==> config.mk <==
export PLATFORM = sky130hd
export DESIGN_NAME = reg_bus_arbiter
export DESIGN_NICKNAME = d
export VERILOG_FILES = /design/src/rtl/reg_bus_arbiter.sv
export SDC_FILE = /design/constraint.sdc
export NUM_CORES = 1
export LEC_CHECK = 0
export BUFFER_PORTS_ARGS = -buffer_cell sky130_fd_sc_hd__buf_2
export CORE_MARGIN = 3
export CORE_UTILIZATION = 51
export DETAILED_ROUTE_END_ITERATION = 12
export GPL_ROUTABILITY_DRIVEN = 0
export HOLD_SLACK_MARGIN = 0.1
export PLACE_DENSITY = 0.78
export SKIP_LAST_GASP = 1
export SYNTH_ARGS = -nofsm -noshare
export SYNTH_HDL_FRONTEND = slang
export SYNTH_SLANG_ARGS = --single-unit
==> constraint.sdc <==
create_clock -name clk -period 4 [get_ports clk]
set_clock_uncertainty 0.15 [all_clocks]
set_input_delay 0 -clock clk [delete_from_list [all_inputs] [get_ports clk]]
set_output_delay 0 -clock clk [all_outputs]
set_load 0.01 [all_outputs]
==> src/rtl/reg_bus_arbiter.sv <==
`default_nettype none
// ============================================================================
// Module      : reg_bus_arbiter
// Description : Two-master arbiter for the 8-bit register bus (SPI path and
//               packet engine). Define REG_ARB_SPI_PRIO_EN for fixed port-0
//               priority; otherwise ties are resolved round-robin.
// Revision    : 1.0 - initial release
// ============================================================================
module reg_bus_arbiter #(
  parameter int            AW       = 7,
  parameter int            DW       = 8,
  parameter int            RD_LAT   = 1,
  parameter logic [AW-1:0] ADDR_MAX = 7'h1F
) (
  input  logic          clk,
  input  logic          reset,
  input  logic          req0,
  input  logic          req1,
  input  logic          we0,
  input  logic          we1,
  input  logic [AW-1:0] addr0,
  input  logic [AW-1:0] addr1,
  input  logic [DW-1:0] wdata0,
  input  logic [DW-1:0] wdata1,
  output logic          ack0,
  output logic          ack1,
  output logic          err0,
  output logic          err1,
  output logic [DW-1:0] rdata0,
  output logic [DW-1:0] rdata1,
  output logic [AW-1:0] bus_addr,
  output logic          bus_we,
  output logic          bus_re,
  output logic [DW-1:0] bus_wdata,
  input  logic [DW-1:0] bus_rdata,
  output logic          busy,
  output logic          owner
);

  typedef enum logic [1:0] {
    S_IDLE   = 2'd0,
    S_ISSUE  = 2'd1,
    S_RDWAIT = 2'd2,
    S_DONE   = 2'd3
  } state_t;

  localparam logic [2:0]    C_CNT_LAST = 3'(RD_LAT - 1);
  localparam logic [DW-1:0] C_ERR_DATA = {DW{1'b1}};

  state_t        r_state, w_state_nxt;
  logic          w_req0, w_req1, w_any, w_pick, w_addr_ok;
  logic          r_owner, r_we, r_err;
  logic [AW-1:0] r_addr;
  logic [DW-1:0] r_wdata;
  logic [2:0]    r_cnt;
  logic          r_ack0, r_ack1, r_err0, r_err1;
  logic [DW-1:0] r_rdata0, r_rdata1;
  logic [AW-1:0] r_bus_addr;
  logic [DW-1:0] r_bus_wdata;
  logic          r_bus_we, r_bus_re;

  // A master still holds req during its ack cycle; mask it so it is not re-granted.
  assign w_req0    = req0 & ~r_ack0;
  assign w_req1    = req1 & ~r_ack1;
  assign w_any     = w_req0 | w_req1;
  assign w_addr_ok = (r_addr <= ADDR_MAX);

`ifdef REG_ARB_SPI_PRIO_EN
  assign w_pick = ~w_req0;
`else
  logic w_tie, r_tie, r_last_winner;

  assign w_tie  = w_req0 & w_req1;
  assign w_pick = w_tie ? ~r_last_winner : w_req1;

  // Only contested grants move the pointer, so the loser of a tie wins the next one.
  always_ff @(posedge clk or posedge reset) begin
    if (reset) begin
      r_tie         <= 1'b0;
      r_last_winner <= 1'b1;
    end else begin
      if (r_state == S_IDLE && w_any) r_tie <= w_tie;
      if (r_state == S_DONE && r_tie) r_last_winner <= r_owner;
    end
  end
`endif

  always_ff @(posedge clk or posedge reset) begin
    if (reset) r_state <= S_IDLE;
    else       r_state <= w_state_nxt;
  end

  always_comb begin
    w_state_nxt = r_state;
    case (r_state)
      S_IDLE:   if (w_any) w_state_nxt = S_ISSUE;
      S_ISSUE:  w_state_nxt = (r_we || !w_addr_ok) ? S_DONE : S_RDWAIT;
      S_RDWAIT: if (r_cnt == C_CNT_LAST) w_state_nxt = S_DONE;
      S_DONE:   w_state_nxt = S_IDLE;
      default:  w_state_nxt = S_IDLE;
    endcase
  end

  always_ff @(posedge clk or posedge reset) begin
    if (reset) begin
      r_owner     <= 1'b0;
      r_we        <= 1'b0;
      r_err       <= 1'b0;
      r_addr      <= '0;
      r_wdata     <= '0;
      r_cnt       <= '0;
      r_ack0      <= 1'b0;
      r_ack1      <= 1'b0;
      r_err0      <= 1'b0;
      r_err1      <= 1'b0;
      r_rdata0    <= '0;
      r_rdata1    <= '0;
      r_bus_addr  <= '0;
      r_bus_wdata <= '0;
      r_bus_we    <= 1'b0;
      r_bus_re    <= 1'b0;
    end else begin
      r_ack0   <= 1'b0;
      r_ack1   <= 1'b0;
      r_err0   <= 1'b0;
      r_err1   <= 1'b0;
      r_bus_we <= 1'b0;
      r_bus_re <= 1'b0;
      case (r_state)
        S_IDLE: begin
          if (w_any) begin
            r_owner <= w_pick;
            r_we    <= w_pick ? we1    : we0;
            r_addr  <= w_pick ? addr1  : addr0;
            r_wdata <= w_pick ? wdata1 : wdata0;
            r_err   <= 1'b0;
          end
        end
        S_ISSUE: begin
          r_cnt <= '0;
          if (w_addr_ok) begin
            r_bus_addr <= r_addr;
            r_bus_we   <= r_we;
            r_bus_re   <= ~r_we;
            if (r_we) r_bus_wdata <= r_wdata;
          end else begin
            r_err <= 1'b1;
          end
        end
        S_RDWAIT: r_cnt <= r_cnt + 3'd1;
        S_DONE: begin
          // Read data is valid on the bus exactly in the DONE cycle.
          if (r_owner) begin
            r_ack1 <= 1'b1;
            r_err1 <= r_err;
            if (r_err)      r_rdata1 <= C_ERR_DATA;
            else if (!r_we) r_rdata1 <= bus_rdata;
          end else begin
            r_ack0 <= 1'b1;
            r_err0 <= r_err;
            if (r_err)      r_rdata0 <= C_ERR_DATA;
            else if (!r_we) r_rdata0 <= bus_rdata;
          end
        end
        default: ;
      endcase
    end
  end

  assign ack0      = r_ack0;
  assign ack1      = r_ack1;
  assign err0      = r_err0;
  assign err1      = r_err1;
  assign rdata0    = r_rdata0;
  assign rdata1    = r_rdata1;
  assign bus_addr  = r_bus_addr;
  assign bus_wdata = r_bus_wdata;
  assign bus_we    = r_bus_we;
  assign bus_re    = r_bus_re;
  assign busy      = (r_state != S_IDLE);
  assign owner     = r_owner;

endmodule
`default_nettype wire
### Yosys cells after proc, flatten, opt, wreduce, memory -nomap -nowiden

Index checks and enable logic that the tools add are counted.

* mux-type cells: 26
* div/mod/pow operators: 0
* add/subtract/negate cells: 1
* shift operators: 0
* eq/ne operators: 7
* bitwise gates (word level): 9
* multiply operators: 0
* reduce and logical (&&, ||, !) cells: 16
* order comparisons: 1

Operators with widths (count)
* $mux W8: 3
* $mux W1: 17
* $reduce_and A3 Y1: 4
* $pmux W2 S4: 1
* $le A7 B5 Y1 const B: 1
* $mux W7: 1
* $ne A2 B2 Y1 const B: 3
* $pmux W3 S2: 1
* $reduce_and A2 Y1: 3
* $reduce_bool A2 Y1: 3
* $not A1 Y1: 5
* $eq A2 B2 Y1 const B: 2
* $mux W2: 2
* $add A3 B1 Y3 const B: 1
* $and A1 B1 Y1: 3
* $logic_not A3 Y1: 1
* $eq A2 B1 Y1 const B: 1
* $logic_and A1 B1 Y1: 2
* $logic_not A2 Y1: 1
* $ne A2 B1 Y1 const B: 1
* $pmux W1 S2: 1
* $logic_not A1 Y1: 1
* $logic_or A1 B1 Y1: 1
* $or A1 B1 Y1: 1

* memories: 0
* memory bits (writable): 0
* word-level logic and storage cells: 79
* flip-flop bits (word level): 62
* output and inout port bits: 39
* bits of input ports: 44
* ROM bits: 0
* bits in latches: 0

### Longest topological paths before layout

Gate-level depths: netlist (run 1).

* depth after elaboration: 5
* gate-level depth with buffers: 6
* mapped depth without buffers: 5

### Worst setup path before layout (run 1)

Ideal clock, no wire load.

* path type: register -> register
* start: register r_state[1]
* end: register r_bus_wdata[0] (netlist: bus_wdata[0])
* arrival time: 1.610 ns
* required time: 3.725 ns
* stages on the path, launching flop included: 7
* path buffers: 1
* path slack: 2.115 ns
* path through: dfrtp_1 > inv_1 > ha_1 > nor3b_4 > and2_4 > buf_12 > mux2_4

* cells in the longest elaborated chain, start to end: 2

RTL lines
* start: declaration: RTL line 50 `state_t r_state, w_state_nxt;`
* start signal: assignment: RTL line 90 `else r_state <= w_state_nxt;`
* $eq A2 B1 Y1: RTL line 129 `case (r_state)`
* $reduce_and A3 Y1 (no source line)
* end signal: assignment: RTL line 145 `if (r_we) r_bus_wdata <= r_wdata;`
* end: declaration: RTL line 59 `logic [DW-1:0] r_bus_wdata;`

Every way passes these cells.
A chain may end at the register's enable or synchronous reset.

### Final worst setup path (run 1)

* start: register r_ack1 (netlist: ack1)
* end: register r_wdata[0]

* cells in the longest elaborated chain, start to end: 5
* elaborated cells between the ends (all ways): 7
* those cells by class: 2 x mux; 4 x bitwise; 1 x reduce/logical

RTL lines
* start: declaration: RTL line 56 `logic r_ack0, r_ack1, r_err0, r_err1;`
* start signal: assignment: RTL line 113 `r_ack1 <= 1'b0;`
* start signal: assignment: RTL line 124 `r_ack1 <= 1'b0;`
* start signal: assignment: RTL line 154 `r_ack1 <= 1'b1;`
* $not A1 Y1 *: RTL line 64 `assign w_req1 = req1 & ~r_ack1;`
* $and A1 B1 Y1 *: RTL line 64
* $and A1 B1 Y1: RTL line 73 `assign w_tie = w_req0 & w_req1;`
* $mux W1: RTL line 74 `assign w_pick = w_tie ? ~r_last_winner : w_req1;`
* $mux W8: RTL line 135 `r_wdata <= w_pick ? wdata1 : wdata0;`
* end signal: assignment: RTL line 135
* end: declaration: RTL line 54 `logic [DW-1:0] r_wdata;`

Every way passes the cells marked *; elsewhere a longest branch is shown, timed or not.

==> run summary, run 1 <==
The average routed wire per standard cell works out to 15.77 um. The peak clock frequency supported by timing came out at 353.3 MHz. Leaving out fill and tap cells, the most frequent cells in the layout are 82 x sky130_fd_sc_hd__buf_2, 61 x sky130_fd_sc_hd__dfrtp_1, 42 x sky130_fd_sc_hd__dlygate4sd3_1. The die boundary width is 82.80 um.

The first detailed-routing pass ran for 4 iterations. The run finished with clean final reports. Setup violations remaining at the end of the flow were counted as 0. The tools report the worst-skew pair later-pin latency as 0.34 ns. In this run, CTS created clock tree buffers numbering 9. The library cell contributing the largest single delay on the critical path was sky130_fd_sc_hd__nand2b_1. For this run, design rule violations remaining after detail routing come to 0.

The critical path is of the reg2reg type. The number of standard-cell rows in the floorplan is 27, and the initial antenna violation count is 0. The number of I/O port buffers was 82; the count of yosys warnings during synthesis was 0. From synthesis to final layout, the design area changed by 32.78%. Leaving out fill and tap cells, the most frequent cell in the layout is sky130_fd_sc_hd__buf_2. For the worst slack at placement, the log shows 1.612 ns.

The via count of the first global-routing pass is 2376. Counting every instance in the synthesized netlist gives 255. The number of hold violations in the final report is 0.

By area the synthesized netlist is led by sky130_fd_sc_hd__dfrtp_1 51%, sky130_fd_sc_hd__mux2_2 7.9%, sky130_fd_sc_hd__and3b_1 5.0%. The largest fanout on the critical path was 36; the net count after synthesis was 305. After the first detailed-routing iteration, the DRC count stood at 96.

The post-detailed-routing wire length was 7096 um. The tools report the normalized max-slew margin as 0.2596. For this run, the leading register cell type out of synthesis is sky130_fd_sc_hd__dfrtp_1. The logs give 0 ns for the post-route setup TNS and 3008 um^2 for the mapped cell area. The worst path buffer plus inverter count came out at 1. The number of setup buffers added after CTS is 0.

The wire length of the first global-routing pass came out at 11070 um. TritonCTS built the clock tree. The maximum clock path buffer count was 2. The fraction of post-synthesis cell area in the top cell type by area came out at 0.5075. The tree is rooted in a sky130_fd_sc_hd__clkbuf_8. The fraction of registers with async set or reset after synthesis was 1.000. The run gives 0.5364 as the initial cell density of the core. For this run, the slowest stage of the critical path takes 0.91 ns.

Setup repair after global routing left no endpoint under its margin. In the routed layout, each cell is associated on average with a via count of 5.340. STA puts the critical path data arrival time at 2.95 ns.

The clock tree synthesis step divided the H-tree into 3 levels. After floorplanning, the core was sized to cover 5608 um^2. In the post-route analysis, the smallest setup slack over all paths is 1.170 ns.

CTS sink count: 62. A synthesized cell averages 11.80 um^2. The die covers 6855 um^2.

Global routing finished with a remaining overflow of 0. During I/O placement, the number of pins put on the boundary was 83. For the pin with the worst max-slew slack, the measured transition is 1.111 ns. The signal on the critical path passes through nand2b_1 -> a221oi_1 -> a22oi_1 -> dlygate4sd3_1. Most area-hungry cell type in the Yosys netlist: sky130_fd_sc_hd__dfrtp_1.

In this run the remaining antenna-violating nets after routing total 0. The fraction of the yosys area taken by sequential cells came out at 0.5162. The maximum number of pins on one net before global-route repair is 63, and the total inserted antenna cells is 0. The path category of the worst min-delay check was in2reg.

Across the VDD grid, the largest voltage drop is 0.3079 mV. Dividing total power by cell area gives a power density of 683.9 nW/um^2. The tools report the final standard cell utilization of the core as 0.7122. The endpoint kind of the worst setup timing path is a register. The clock-pin slew reported for the worst setup and hold paths after clock tree synthesis is 0.06 ns, and the die outline height is 82.80 um. The overall power came out at 0.002732 W. STA puts the critical path data required time at 4.12 ns.

Number of enable flip-flop cells after synthesis: 0. Summing over every cut layer, the via total after detailed routing is 2403. The detailed placement HPWL is 4440 um. The tools report the count of final max-slew check failures as 0.

The kind of cell with the highest combined delay along the critical path is simple AND/OR/NAND/NOR gates. Flop and latch count out of synthesis: 62. The run gives 38 as the count of distinct cell types in the synthesized netlist. The share of the clock period used by the worst path works out to 0.7076.

Static leakage: 1.896 nW. The time the final worst path needs with I/O delays and setup works out to 2.830 ns. The worst setup path is launched from a register. The share of layout cells above drive strength 1 works out to 0.3730. The net count of the finished layout is 424. For the overall track demand over capacity in global routing, the log shows 0.2163. The number of max-cap violations is 0.
[per-stage QoR]
| step | hold WS [ns] | instances | cell area (um^2) |
|---|---|---|---|
| after floorplan | 0.008524 | 255 | 3008 |
| after global placement | 0.1097 | 393 | 3425 |
| after detailed placement | 0.1169 | 393 | 3425 |
| after CTS | 0.1817 | 450 | 3994 |
| after global routing | 0.2304 | 450 | 3994 |
| final | 0.1986 | 450 | 3994 |
[final cells by class]
| class | count | area [um^2] |
|---|---|---|
| clock buffer | 13 | 138.9 |
| clock inverter | 2 | 10.01 |
| fill | 381 | 1614 |
| inverter | 25 | 93.84 |
| multi-input combinational | 151 | 1270 |
| sequential | 62 | 1553 |
| tap | 72 | 90.09 |
| timing repair buffer | 125 | 838.3 |
[final timing paths]
kind,startpoint,to,slack (ns),depth (start not counted)
max in group asynchronous,reset,bus_addr[1]$_DFFE_PP0P_,2.90,4
setup / recovery,ack1$_DFF_PP0_,r_wdata[0]$_DFFE_PP0P_,1.17,4
hold / removal,req1,r_err$_DFFE_PP0P_,0.20,4
setup reg to reg,ack1$_DFF_PP0_,r_wdata[0]$_DFFE_PP0P_,1.17,4
min in group asynchronous,reset,rdata1[1]$_DFFE_PP0P_,0.29,4
hold reg to reg,r_cnt[2]$_DFFE_PP0P_,r_cnt[2]$_DFFE_PP0P_,0.34,1
[worst min-delay path, delay by kind of cell]
kind,cells,cell delay [ns]
buffers and inverters,1,0.19
AO/OA/AOI/OAI,1,0.09
AND/OR/NAND/NOR,2,0.35
[cells in the mapped netlist, types with 2 or more instances]
master	n
sky130_fd_sc_hd__ha_1	6
sky130_fd_sc_hd__mux2_4	8
sky130_fd_sc_hd__nor3_1	3
sky130_fd_sc_hd__nand3_1	4
sky130_fd_sc_hd__a21o_1	2
sky130_fd_sc_hd__and3b_1	17
sky130_fd_sc_hd__o21ai_0	21
sky130_fd_sc_hd__a22oi_1	16
sky130_fd_sc_hd__inv_1	25
sky130_fd_sc_hd__nor2b_1	6
sky130_fd_sc_hd__buf_2	7
sky130_fd_sc_hd__clkbuf_2	2
sky130_fd_sc_hd__clkbuf_1	7
sky130_fd_sc_hd__or2_2	8
sky130_fd_sc_hd__a221oi_1	16
sky130_fd_sc_hd__mux2_2	21
sky130_fd_sc_hd__dfrtp_1	61
sky130_fd_sc_hd__nand2b_1	3
sky130_fd_sc_hd__nand2_1	2
sky130_fd_sc_hd__and2b_2	2
[registers in the layout, indices dropped and copies added, names as in the netlist, 2 cells and up]
name,cells
bus_wdata,8
r_addr,7
r_cnt,3
rdata0,8
r_wdata,8
bus_addr,7
r_state,2
rdata1,8
[routing by layer]
layer | part of all wire | GRT usage
met5 | 0 | 0
met4 | 0.016 | 0.08824
met3 | 0.069 | 0.05400
met2 | 0.50 | 0.3694
met1 | 0.42 | 0.2606
[cell families (layout without fill, tap and decap cells)]
group / Yosys count / after routing / share of synthesized area
adder cells (fa/ha/maj): 6 / 6 / 0.02496
multiplexers: 31 / 31 / 0.1256
AND/OR/NAND/NOR: 52 / 52 / 0.1244
flip-flops: 62 / 62 / 0.5162
buffers and inverters: 42 / 165 / 0.06156
AO/OA/AOI/OAI: 62 / 62 / 0.1473
[timing repair]
action | 4_1_cts | 5_1_grt
hold endpoints to repair | 94 | 0
gates resized for setup | 0 | 0
hold buffers | 42 | 0
[report_power, final]
part	switching [W]	internal [W]	total, W
clock network	0.000227	0.000220	0.000447
registers	0.000167	0.000883	0.00105
logic	0.000575	0.000659	0.00123
total	0.000969	0.00176	0.00273
Note: power is estimated with default switching activity, not from simulation.
==> inputs of run 2 (changes only) <==
CORE_UTILIZATION = 47   (was 51)
PLACE_DENSITY = 0.76   (was 0.78)
clock period = 2.5 ns   (was 4 ns; I/O delays follow)
==> run summary, run 2 (same netlist as run 1, synthesis figures left out) <==
The startpoint of the worst register-to-register path is r_state[0]$_DFFE_PP0P_ (was ack1$_DFF_PP0_). Number of max-cap violations: 0 (unchanged). Die outline height: 86 um (was 82.80 um). Timing startpoint of the critical path: r_state[0]$_DFFE_PP0P_ (was ack1$_DFF_PP0_).

The average routed wire per standard cell is 16.31 um (was 15.77 um), and the share of the clock period used by the worst path is 0.9449 (was 0.7076). The maximum clock path buffer count was 2 (unchanged). The total congestion overflow after global routing was 0 (unchanged); the required arrival time at the worst endpoint was 2.57 ns (was 4.12 ns). The die boundary width works out to 86 um (was 82.80 um). For the post-route setup TNS, the log shows 0 ns (unchanged). The run gives 0.4963 (was 0.5364) as the initial cell density of the core. The number of standard-cell rows in the floorplan is 28 (was 27).

The post-route worst setup slack is 0.1378 ns (was 1.170 ns), and the mean number of vias per cell is 5.430 (was 5.340). Endpoint of the most critical setup path: r_addr[3]$_DFFE_PP0P_ (was r_wdata[0]$_DFFE_PP0P_). The tools report the final count of negative-setup-slack endpoints as 0 (unchanged). The run gives 62 (unchanged) as the CTS sink count.

For the core footprint, the log shows 6061 um^2 (was 5608 um^2). The area taken by flip-flops and latches came out at 1553 um^2 (unchanged). Number of primary I/O pins: 83 (unchanged).

The number of H-tree branching levels is 3 (unchanged). The time the final worst path needs with I/O delays and setup was 2.362 ns (was 2.830 ns). The worst slack at placement came out at 0.6514 ns (was 1.612 ns).

The final standard cell utilization of the core is 0.6796 (was 0.7122), and the final-stage net count is 432 (was 424). Peak clock frequency supported by timing: 423.3 MHz (was 353.3 MHz). Overall track demand over capacity in global routing: 0.2143 (was 0.2163). For the die area, the log shows 7396 um^2 (was 6855 um^2). TritonCTS built the clock tree. Type of the worst setup path: reg2reg (unchanged). The area taken by multi-input logic gates is 1292 um^2 (was 1270 um^2), and the post-detailed-routing wire length is 7519 um (was 7096 um). The slew at the pin closest to its max-slew limit is 0.9597 ns (was 1.111 ns).

Relative area change from synthesis to final layout: 36.94% (was 32.78%). Largest fanout on the critical path: 11 (was 36). The run finished with clean final reports.

The static leakage was 1.943 nW (was 1.896 nW); the number of I/O port buffers was 82 (unchanged). The wire length of the first global-routing pass was 12340 um (was 11070 um); the power density normalized to cell area was 1123 nW/um^2 (was 683.9 nW/um^2). The run gives 0 (unchanged) as the number of nets with antenna violations after detailed routing. The root cell of the clock tree was sky130_fd_sc_hd__clkbuf_8 (unchanged). The run gives 461 (was 450) as the final non-filler cell total. The logs give 4 (unchanged) for the detailed-routing iteration count for the pre-antenna-repair pass and 0 (unchanged) for the number of hold violations in the final report. The tools report the detailed placement HPWL as 4692 um (was 4440 um). Count of final max-slew check failures: 0 (unchanged). Setup repair after global routing left no endpoint under its margin. The tools report the normalized max-slew margin as 0.3592 (was 0.2596). The logs give 2503 (was 2403) for the vias after detailed routing and 47 (was 63) for the maximum number of pins on one net before global-route repair.

The worst-skew pair later-pin latency is 0.34 ns (about the same). The type of element launching the critical path is a register (unchanged). The clock-pin slew reported for the worst setup and hold paths after clock tree synthesis is 0.06 ns (about the same). Commonest non-fill, non-tap cells in the layout: 82 x sky130_fd_sc_hd__buf_2, 61 x sky130_fd_sc_hd__dfrtp_1, 42 x sky130_fd_sc_hd__dlygate4sd3_1 (unchanged). Via count of the first global-routing pass: 2572 (was 2376).

DRC violation count after routing: 0 (unchanged). The logs give 0 (unchanged) for the initial antenna violation count and 0.14 ns (was 1.17 ns) for the worst setup slack for register-to-register paths. The tools report the data arrival at the endpoint of the critical path as 2.43 ns (was 2.95 ns). Path category of the worst min-delay check: in2reg (unchanged).

The worst flop-to-flop path endpoint was r_addr[3]$_DFFE_PP0P_ (was r_wdata[0]$_DFFE_PP0P_). Origin of the worst min-delay path: req1 (unchanged). For the largest voltage drop on the vdd net, the log shows 0.6133 mV (was 0.3079 mV).

The fill cell total of the finished layout is 453 (was 381), and the number of cells on the worst reg-to-reg path is 6 (was 4). For the number of instances in the placed design, the log shows 401 (was 393). The number of buffers inserted during clock tree synthesis came out at 9 (unchanged). Share of layout cells above drive strength 1: 0.3990 (was 0.3730). Most common cell after layout, fill and taps aside: sky130_fd_sc_hd__buf_2 (unchanged). The endpoint kind of the worst setup timing path is a register (unchanged).

The total inserted antenna cells came out at 0 (unchanged). The tools report the detailed router's first-iteration violation count as 122 (was 96).
-- run 2: cell types whose count changed in the layout (fill, tap and decap cells not counted), sizes merged --
cell	delta
buf	+6
clkbuf	+2
clkinvlp	+3
inv	-1
clkinv	-2
-- run 2: worst min-delay path by stage --
stage                             to  slack (ns)  cells past startpoint
6_report           r_err$_DFFE_PP0P_        0.21                      4
2_1_floorplan  r_addr[0]$_DFFE_PP0P_       0.009                      2
4_1_cts            r_err$_DFFE_PP0P_        0.19                      4
3_5_place_dp   rdata0[6]$_DFFE_PP0P_        0.12                      2
5_1_grt            r_err$_DFFE_PP0P_        0.27                      4
3_3_place_gp   rdata1[6]$_DFFE_PP0P_        0.12                      2
-- run 2: timing repair --
item                                    in CTS  in global routing
hold buffers                                42                  0
endpoints found under the setup margin       0                 16
hold endpoints to repair                    76                  0
setup buffers                                0                  1
resized for setup                            0                  6
-- run 2: area by class of cell --
class                      instances  share of cell area
clock buffer                      15             0.04526
multi-input combinational        151              0.3138
timing repair inverter             2            0.003038
inverter                          25             0.02369
timing repair buffer             131              0.2145
tap                               75             0.02278
sequential                        62              0.3770
-- run 2: layer usage --
metal | global-route usage | vias up | share of wire
li1 | - | 1168 | -
met1 | 0.2649 | 1238 | 0.41
met2 | 0.3567 | 76 | 0.50
met3 | 0.03458 | 21 | 0.049
met4 | 0.1180 | 0 | 0.033
met5 | 0 | - | 0
-- run 2: metrics by stage --
step,total power (W),instance area [um^2],hold slack (ns)
floorplan,0.002882,3008,0.008524
global placement,0.003331,3466,0.1194
global route,0.004942,4119,0.2661
CTS,0.004504,4073,0.1869
detailed placement,0.003398,3466,0.1222
finish,0.004626,4119,0.2137
-- run 2: report_power, final --
group / total [W] / switching, W / internal [W]
registers: 0.00167 / 0.000257 / 0.00141
clock network: 0.000823 / 0.000359 / 0.000464
logic: 0.00213 / 0.00101 / 0.00113
total: 0.00463 / 0.00162 / 0.00301
-- run 2: critical path: stages (launching register included) --
cell and delay, ns:
sky130_fd_sc_hd__dfrtp_1 0.41, sky130_fd_sc_hd__inv_1 0.18, sky130_fd_sc_hd__ha_4 0.25, sky130_fd_sc_hd__clkinvlp_4 0.24, sky130_fd_sc_hd__a221oi_1 0.31, sky130_fd_sc_hd__a22oi_1 0.11
sky130_fd_sc_hd__dlygate4sd3_1 0.59
==> inputs of run 3 (changes only) <==
BUFFER_PORTS_ARGS = -buffer_cell sky130_fd_sc_hd__clkbuf_2   (was -buffer_cell sky130_fd_sc_hd__buf_2)
CELL_PAD_IN_SITES_DETAIL_PLACEMENT = 0   (was default)
CELL_PAD_IN_SITES_GLOBAL_PLACEMENT = 1   (was default)
CORE_UTILIZATION = 25   (was 47)
PLACE_DENSITY = default   (was 0.76)
PLACE_DENSITY_LB_ADDON = 0.1   (was default)
==> run summary, run 3 (same netlist as run 1, synthesis figures left out) <==
The run finished with clean final reports. The run gives 3853 um (was 3110 um) as the wire length on met1. The fill cell total of the finished layout was 1196 (was 453); the post-detailed-routing wire length was 8393 um (was 7519 um). The root cell of the clock tree was sky130_fd_sc_hd__clkbuf_16 (was sky130_fd_sc_hd__clkbuf_8).

Endpoint kind of the worst setup timing path: a register (unchanged). The tools report the detailed-routing iteration count for the pre-antenna-repair pass as 4 (unchanged). The data arrival at the endpoint of the critical path is 2.35 ns (was 2.43 ns). The die area was 13380 um^2 (was 7396 um^2); the number of primary I/O pins was 83 (unchanged). The tools report the via count of the first global-routing pass as 2539 (was 2572). The mean number of vias per cell was 4.571 (was 5.430); the largest fanout on the critical path was 11 (unchanged). The power density normalized to cell area was 1200 nW/um^2 (was 1123 nW/um^2).

Design area: 4385 um^2 (was 4119 um^2). CTS sink count: 62 (unchanged). Path category of the worst min-delay check: in2async (was in2reg).

Relative area change from synthesis to final layout: 45.80% (was 36.94%). Type of the worst setup path: reg2reg (unchanged). Detailed router's first-iteration violation count: 50 (was 122). The vias after detailed routing is 2427 (was 2503), and the post-route setup TNS is 0 ns (unchanged). The overall track demand over capacity in global routing was 0.1329 (was 0.2143); the number of nets with antenna violations after detailed routing was 0 (unchanged). The tools report the type of element launching the critical path as a register (unchanged).

The run gives 2.049 nW (was 1.943 nW) as the static leakage. Most common cell after layout, fill and taps aside: sky130_fd_sc_hd__clkbuf_2 (was sky130_fd_sc_hd__buf_2). The final-stage net count was 433 (was 432); the peak clock frequency supported by timing was 436.4 MHz (was 423.3 MHz). The normalized max-slew margin was 0.5518 (was 0.3592). The average routed wire per standard cell came out at 15.81 um (was 16.31 um).

Number of I/O port buffers: 82 (unchanged). Commonest non-fill, non-tap cells in the layout: 82 x sky130_fd_sc_hd__clkbuf_2, 61 x sky130_fd_sc_hd__dfrtp_1, 42 x sky130_fd_sc_hd__dlygate4sd3_1 (was 82 x sky130_fd_sc_hd__buf_2, 61 x sky130_fd_sc_hd__dfrtp_1, 42 x sky130_fd_sc_hd__dlygate4sd3_1). The count of final max-slew check failures was 0 (unchanged); the die outline height was 115.7 um (was 86 um).

The tools report the core footprint as 11560 um^2 (was 6061 um^2). The final count of negative-setup-slack endpoints is 0 (unchanged). CP Cell Sequence: inv_1 -> ha_4 -> clkinvlp_4 -> a221oi_1 -> a22oi_1 -> dlygate4sd3_1 (unchanged).

The share of the clock period used by the worst path is 0.9166 (was 0.9449). The total congestion overflow after global routing is 0 (unchanged), and the detailed route wirelength on metal3 is 372 um (was 367 um). The tools report the wire length of the first global-routing pass as 13490 um (was 12340 um). The logs give 0 (unchanged) for the number of hold violations in the final report and 3563 um^2 (was 3466 um^2) for the post-placement cell area. The die boundary width was 115.7 um (was 86 um); the number of buffers inserted during clock tree synthesis was 9 (unchanged).

Number of max-cap violations: 0 (unchanged). The time the final worst path needs with I/O delays and setup works out to 2.292 ns (was 2.362 ns). The number of H-tree branching levels was 3 (unchanged); the slew at the pin closest to its max-slew limit was 0.6713 ns (was 0.9597 ns). The required arrival time at the worst endpoint came out at 2.56 ns (was 2.57 ns). TritonCTS built the clock tree. The clock-pin slew reported for the worst setup and hold paths after clock tree synthesis is 0.06 ns (about the same).

The initial cell density of the core is 0.2601 (was 0.4963), and the maximum number of pins on one net before global-route repair is 35 (was 47). The initial antenna violation count was 1 (was 0). The worst-skew pair later-pin latency was 0.33 ns (was 0.34 ns).

The sum of met2 wire segment lengths after detailed routing came out at 4033 um (was 3794 um). Setup repair after global routing left no endpoint under its margin. The tools report the number of standard-cell rows in the floorplan as 39 (was 28). The share of layout cells above drive strength 1 is 0.4072 (was 0.3990). The total inserted antenna cells was 0 (unchanged). The DRC violation count after routing was 0 (unchanged).

Overall power: 0.005264 W (was 0.004626 W). The highest layer used for signal routing is met4 (unchanged). Largest stage delay on the critical path: 0.58 ns (was 0.59 ns). Detailed placement HPWL: 5485 um (was 4692 um). The tools report the maximum clock path buffer count as 2 (unchanged). The library cell contributing the largest single delay on the critical path is sky130_fd_sc_hd__dlygate4sd3_1 (unchanged).

Largest voltage drop on the vdd net: 0.4709 mV (was 0.6133 mV).
## run 3: cell count changes in the layout (fill, tap and decap cells not counted), moves of 2 or more
cell	delta
sky130_fd_sc_hd__inv_6	+2
sky130_fd_sc_hd__bufinv_16	+3
sky130_fd_sc_hd__buf_2	-82
sky130_fd_sc_hd__clkbuf_2	+82
sky130_fd_sc_hd__clkbuf_8	-13
sky130_fd_sc_hd__clkbuf_1	-2
sky130_fd_sc_hd__clkbuf_16	+9
## run 3: timing repair
action	in CTS	in global routing
gates resized for setup	0	6
endpoints found under the setup margin	0	15
buffers inserted	0	3
hold endpoints to repair	61	0
hold buffers	42	0
## run 3: area by class of cell
cell class	count	area, um^2	area share
clock buffers	9	225.2	0.05136
multi-input cells	151	1292	0.2947
repair inverters	1	7.507	0.001712
repair buffers	133	910.9	0.2077
flip-flops and latches	62	1553	0.3541
well taps	143	178.9	0.04080
clock inverters	7	120.1	0.02739
inverters	25	97.59	0.02225
## run 3: critical path: cells and delay by family (launching register included)
family          cells  cell delay [ns]
flops               1             0.41
buf+inv             3             0.99
compound gates      2             0.40
fa+ha+maj           1             0.22
## run 3: stage by stage
stage          hold WS, ns  setup WS (ns)  std cells  utilization
2_1_floorplan     0.008524         0.6154        255            -
3_3_place_gp     -0.007723         0.5765        469       0.3081
3_5_place_dp      -0.01382         0.5747        469       0.3081
4_1_cts             0.1989        0.03441        527       0.3743
5_1_grt             0.2252        0.01879        531       0.3792
6_report            0.1610         0.2084        531       0.3792
## run 3: routing by layer
layer  vias up  global-route usage
li1       1176                   -
met1      1179              0.1750
met2        61              0.2149
met3        11             0.02977
met4         0             0.04872
met5         -                   0
## run 3: report_power, final
part | switching [W] | internal (W) | total (W)
Combinational | 0.000982 | 0.00113 | 0.00211
Clock | 0.000486 | 0.000979 | 0.00146
Sequential | 0.000274 | 0.00141 | 0.00169
Total | 0.00174 | 0.00352 | 0.00526
## run 3: worst paths after layout
check / start / to / slack, ns / cells after the start
worst max-delay path: r_state[0]$_DFFE_PP0P_ / r_addr[1]$_DFFE_PP0P_ / 0.21 / 6
worst min-delay path: reset / rdata0[1]$_DFFE_PP0P_ / 0.16 / 3
worst max register to register: r_state[0]$_DFFE_PP0P_ / r_addr[1]$_DFFE_PP0P_ / 0.21 / 6
worst min register to register: r_cnt[2]$_DFFE_PP0P_ / r_cnt[2]$_DFFE_PP0P_ / 0.34 / 1
max in group asynchronous: reset / bus_wdata[0]$_DFFE_PP0P_ / 1.41 / 4
min in group clk: req1 / r_addr[2]$_DFFE_PP0P_ / 0.27 / 4
